### src/rtl/led_pattern_sched.sv
// Single-LED scheduler: fixed-priority owner selection (index 0 highest) with
// a minimum hold before preemption, a shared blink prescaler, and a registered
// LED drive that always matches the registered one-hot grant.
module led_pattern_sched #(
   parameter int NREQ  = 4,
   parameter int CBITS = 14,
   parameter int HOLD  = 4
) (
   input  logic                clk,
   input  logic                rst,
   input  logic [NREQ-1:0]     req,
   input  logic [2*NREQ-1:0]   mode,
   output logic                led,
   output logic [NREQ-1:0]     grant,
   output logic                tick,
   output logic                busy
);

   localparam int IW = $clog2(NREQ);

   typedef enum logic {
      IDLE  = 1'b0,
      SERVE = 1'b1
   } state_t;

   state_t            state, state_n;
   logic [CBITS-1:0]  cnt;
   logic [IW-1:0]     owner, owner_n;
   logic [3:0]        hold, hold_n;
   logic [2:0]        phase, phase_n;
   logic [NREQ-1:0]   grant_n;
   logic              led_n;
   logic              any_req;
   logic              higher_req;
   logic              load;
   logic [IW-1:0]     pick;

   // LED level for a pattern code at a given blink phase.
   function automatic logic pattern(input logic [1:0] m, input logic [2:0] ph);
      case (m)
         2'b00:   pattern = 1'b0;
         2'b01:   pattern = 1'b1;
         2'b10:   pattern = ~ph[2];
         default: pattern = ~ph[0];
      endcase
   endfunction

   // Free-running prescaler; tick is a registered one-cycle pulse per wrap.
   always_ff @(posedge clk or posedge rst) begin
      if (rst) begin
         cnt  <= '0;
         tick <= 1'b0;
      end else begin
         cnt  <= cnt + 1'b1;
         tick <= (cnt == '1);
      end
   end

   // Lowest set request index wins arbitration.
   always_comb begin
      pick = '0;
      for (int i = NREQ - 1; i >= 0; i--) begin
         if (req[i]) pick = IW'(i);
      end
   end

   assign any_req    = |req;
   // Lowest pending index below the owner means a higher-priority request exists.
   assign higher_req = any_req && (pick < owner);

   // Next-state, owner, hold/phase bookkeeping and registered output values.
   always_comb begin
      state_n = state;
      owner_n = owner;
      hold_n  = hold;
      phase_n = phase;
      load    = 1'b0;
      grant_n = '0;
      led_n   = 1'b0;

      case (state)
         IDLE: begin
            if (any_req) load = 1'b1;
         end
         SERVE: begin
            if (!req[owner]) begin
               // Release ignores hold; re-arbitrate among what is left.
               if (any_req) begin
                  load = 1'b1;
               end else begin
                  state_n = IDLE;
                  hold_n  = '0;
                  phase_n = '0;
               end
            end else if (higher_req && hold == 4'd0) begin
               load = 1'b1;
            end else if (tick) begin
               phase_n = phase + 3'd1;
               hold_n  = (hold == 4'd0) ? 4'd0 : hold - 4'd1;
            end
         end
         default: state_n = IDLE;
      endcase

      // A new grant restarts the blink and the hold window; a coincident tick is dropped.
      if (load) begin
         state_n = SERVE;
         owner_n = pick;
         hold_n  = 4'(HOLD);
         phase_n = '0;
      end

      if (state_n == SERVE) begin
         grant_n[owner_n] = 1'b1;
         led_n            = pattern(mode[2*owner_n +: 2], phase_n);
      end
   end

   // State register; grant and led update on the same edge so they track one owner.
   always_ff @(posedge clk or posedge rst) begin
      if (rst) begin
         state <= IDLE;
         owner <= '0;
         hold  <= '0;
         phase <= '0;
         grant <= '0;
         led   <= 1'b0;
      end else begin
         state <= state_n;
         owner <= owner_n;
         hold  <= hold_n;
         phase <= phase_n;
         grant <= grant_n;
         led   <= led_n;
      end
   end

   assign busy = |grant;

endmodule

### config.mk
export PLATFORM = sky130hd
export DESIGN_NAME = led_pattern_sched
export DESIGN_NICKNAME = d
export VERILOG_FILES = /design/src/rtl/led_pattern_sched.sv
export SDC_FILE = /design/constraint.sdc
export NUM_CORES = 1
export LEC_CHECK = 0
export ABC_AREA = 1
export CAP_MARGIN = 20
export CORE_ASPECT_RATIO = 0.7
export CORE_MARGIN = 3
export CORE_UTILIZATION = 50
export CTS_CLUSTER_DIAMETER = 80
export CTS_CLUSTER_SIZE = 14
export DETAILED_ROUTE_END_ITERATION = 7
export PLACE_DENSITY = 0.73
export SYNTH_ARGS = -nofsm -noshare
export SYNTH_HDL_FRONTEND = slang
export SYNTH_SLANG_ARGS = --single-unit
### constraint.sdc
create_clock -name clk -period 4.2 [get_ports clk]
set_input_delay 0.42 -clock clk [delete_from_list [all_inputs] [get_ports clk]]
set_output_delay 0.42 -clock clk [all_outputs]
set_load 0.02 [all_outputs]
==> flow_summary.ini <==
[synthesis]
synth_top_area_share_pct = 46.84
syn_avg_cell_area_um2 = 8.855
synthMuxAreaShare_pct = 0
synth_top_family_by_area = simple AND/OR/NAND/NOR gates
syn_area_mm2 = 0.001603
synth_edf_count = 0
async_flop_share_pct = 100.0
synth-simple-area-share_pct = 29.43
synth_area_leader_cell = dfrtp_1
synth_seq_cells = 30
synth_warnings = 0
synth_flop_cell = dfrtp_1
yosysUniqueCellTypes = 30
synth_area_leaders = dfrtp_1, nand2_1, inv_1, nand3_1, xor2_1
synth_compound_area_share_pct = 8.275
synth_seq_area_share_pct = 46.84
synth_xor_area_share_pct = 6.557
syn-num-nets = 198
postSynthCellCount = 181
synthAdderAreaFrac_pct = 2.342

[sta]
skew_ns = 0.003916
worst_pin_slew_ns = 0.3713
fin_crit_sh_pct = 61.20
report.final.slew_viol_count = 0
maxSlewHeadroom_pct = 75.22
finalCriticalPeriod_ns = 2.570
timing.setup.tns_ns = 0
hold_viol_final = 0
fmax_mhz = 389.1
rsz0062_at_grt = false
worst_slack_ns = 1.630
setup_viol = 0

[clock_tree]
cts_tree = yes
clock_path_buffers = 2
cts_max_level = 2
holdBufCountCts = 0
cts.sinks = 30
cts_root_buffer = clkbuf_8
cts_inserted_buffers = 5
clk_latency_ns = 0.28
post_cts_resized = 0
cts_setup_buffers = 0
clk_pin_slew_ns = 0.07

[placed_design]
dp_hpwl_um = 2272
gp_congestion = 0.7961
port_buffers = 20
place_ws_ns = 1.390

[worst_setup_path]
crit_cells = 17
path_cells = clkdlybuf4s50_1, nor2_2, nor3_1, ha_1, inv_1, nand2_2, nor2_2, nand2_4, nand2_4, o21bai_4, nand2_1, nand2_1, nand3_1, nand2_1, nor2_1, nor2_1, nor2_2
cp.arrival_ns = 2.74
crit_fanout = 7
cpMaxStageDelayCell = clkdlybuf4s50_1
cp_slowest_stage_delay_ns = 0.55
cp-start-kind = primary input
path_class = primary input to register
required_ns = 4.37
worstSetupEndpointType = register
crit_family = simple AND/OR/NAND/NOR gates
critPathBufInv = 2
reg2regPathDepth = 13

[power_and_ir_drop]
clkPwrFrac_pct = 22.7
internal_power_mw = 0.6370
seqPwrFrac_pct = 34.4
leakage_nw = 0.9916
powerDensity_mw_per_mm2 = 534.3
p_switching_mw = 0.4158
power.total_mw = 1.053
switching_share_pct = 39.49
pwr-share-comb_pct = 42.9
peakVddDrop_mv = 0.4108

[global_routing]
grt_pass1_vias = 1211
grt_max_degree = 31
grt.total_usage_pct = 17.39
overflow = 0
grt_pass1_wl_um = 5147
antenna_found_initial = 0

[layout]
drive_above_1_share_pct = 13.33
layout_commonest_cell = nand2_1
antenna_cells = 0
syn_to_final_growth_pct = 22.95
mostFrequentLayoutCells = nand2_1, dfrtp_1, inv_1
fill_cells = 244
layout.nets = 226

[drt]
drt_wl_total_um = 2988
vias = 1282
vias_per_cell = 5.211
remaining_drc_errors = 0
drtAntennaViolNets = 0
wl_per_cell_um = 12.15
first_pass_iters = 4
drt_iter0_drc = 29

[die]
die_y_um = 53.37
fp.dieW_um = 73.67
die_area_mm2 = 0.003932
initial_utilization_pct = 54.84
io_pins = 21
rows = 16
core_area_mm2 = 0.002923

[worst_hold_path]
hp-class = primary input to asynchronous set/reset pin

[run_status]
status = complete, no violations

[job]
max_cap_violations = 0
==> per-layer routing <==
| metal | vias up | wire, µm | global-route usage (%) |
|---|---|---|---|
| li1 | 643 | - | - |
| met1 | 615 | 1524 | 23.19 |
| met2 | 19 | 1315 | 26.03 |
| met3 | 5 | 117 | 5.503 |
| met4 | 0 | 30 | 6.928 |
| met5 | - | 0 | 0 |
==> metrics by stage <==
| stage | hold WS [ns] | util [%] | area [µm²] | instances |
|---|---|---|---|---|
| CTS | 0.4618 | 66.48 | 1943 | 245 |
| floorplan | 0.4224 | - | 1603 | 181 |
| detailed placement | 0.4537 | 63.23 | 1848 | 237 |
| finish | 0.4173 | 67.42 | 1971 | 246 |
| global route | 0.4360 | 67.42 | 1971 | 246 |
| global placement | 0.4398 | 63.23 | 1848 | 237 |
==> worst paths after layout <==
check | to | from | slack (ns)
setup / recovery | led | req[3] | 1.63
setup reg to reg | led | owner[1] | 2.21
hold / removal | cnt[2] | rst | 0.42
max in group asynchronous | hold[2] | rst | 3.35
hold reg to reg | cnt[0] | cnt[0] | 0.46
min in group clk | cnt[0] | cnt[0] | 0.46
==> power by group through the flow <==
| stage | registers (mW) | logic, mW | clock network, mW |
|---|---|---|---|
| 6_report | 0.363 | 0.451 | 0.239 |
| 3_3_place_gp | 0.366 | 0.438 | 0 |
| 2_1_floorplan | 0.385 | 0.300 | 0 |
| 4_1_cts | 0.362 | 0.449 | 0.245 |
| 5_1_grt | 0.367 | 0.500 | 0.257 |
| 3_5_place_dp | 0.366 | 0.445 | 0 |
==> state kept, by name, indices dropped and copies added, names as in the netlist <==
signal	count
cnt	14
grant	4
owner	2
hold	4
phase	3
state	1
tick	1
led	1
==> worst reg2reg max path, stage by stage (launching register included) <==
cell,delay (ns)
dfrtp_1,0.39
inv_1,0.10
ha_1,0.28
nand2_1,0.08
nand2_4,0.09
nand2_4,0.06
o21bai_4,0.21
nand2_1,0.08
nand2_1,0.17
nand3_1,0.10
nand2_1,0.07
nor2_1,0.04
nor2_1,0.15
nor2_2,0.06
==> cell families after synthesis <==
family | after synthesis
buf+inv | 28
fa+ha+maj | 3
compound gates | 14
xor+xnor | 12
flops | 30
simple gates | 94
==> cell type report <==
class	count	area (µm²)	share of cell area, %
multi-input combinational	123	747.0	37.90
sequential	30	750.7	38.10
clock inverter	2	12.51	0.6349
timing repair buffer	21	227.7	11.56
inverter	28	105.1	5.333
tap	36	45.04	2.286
clock buffer	6	82.58	4.190
==> cell usage after synthesis, drive strengths merged (3+ instances only) <==
cell type,count
dfrtp,30
a31oi,3
nand2,44
nand4,3
nor3,6
ha,3
o21ai,6
xor2,7
nor2,15
inv,28
xnor2,5
nand3,20
Power figures use the tool's default switching activity.
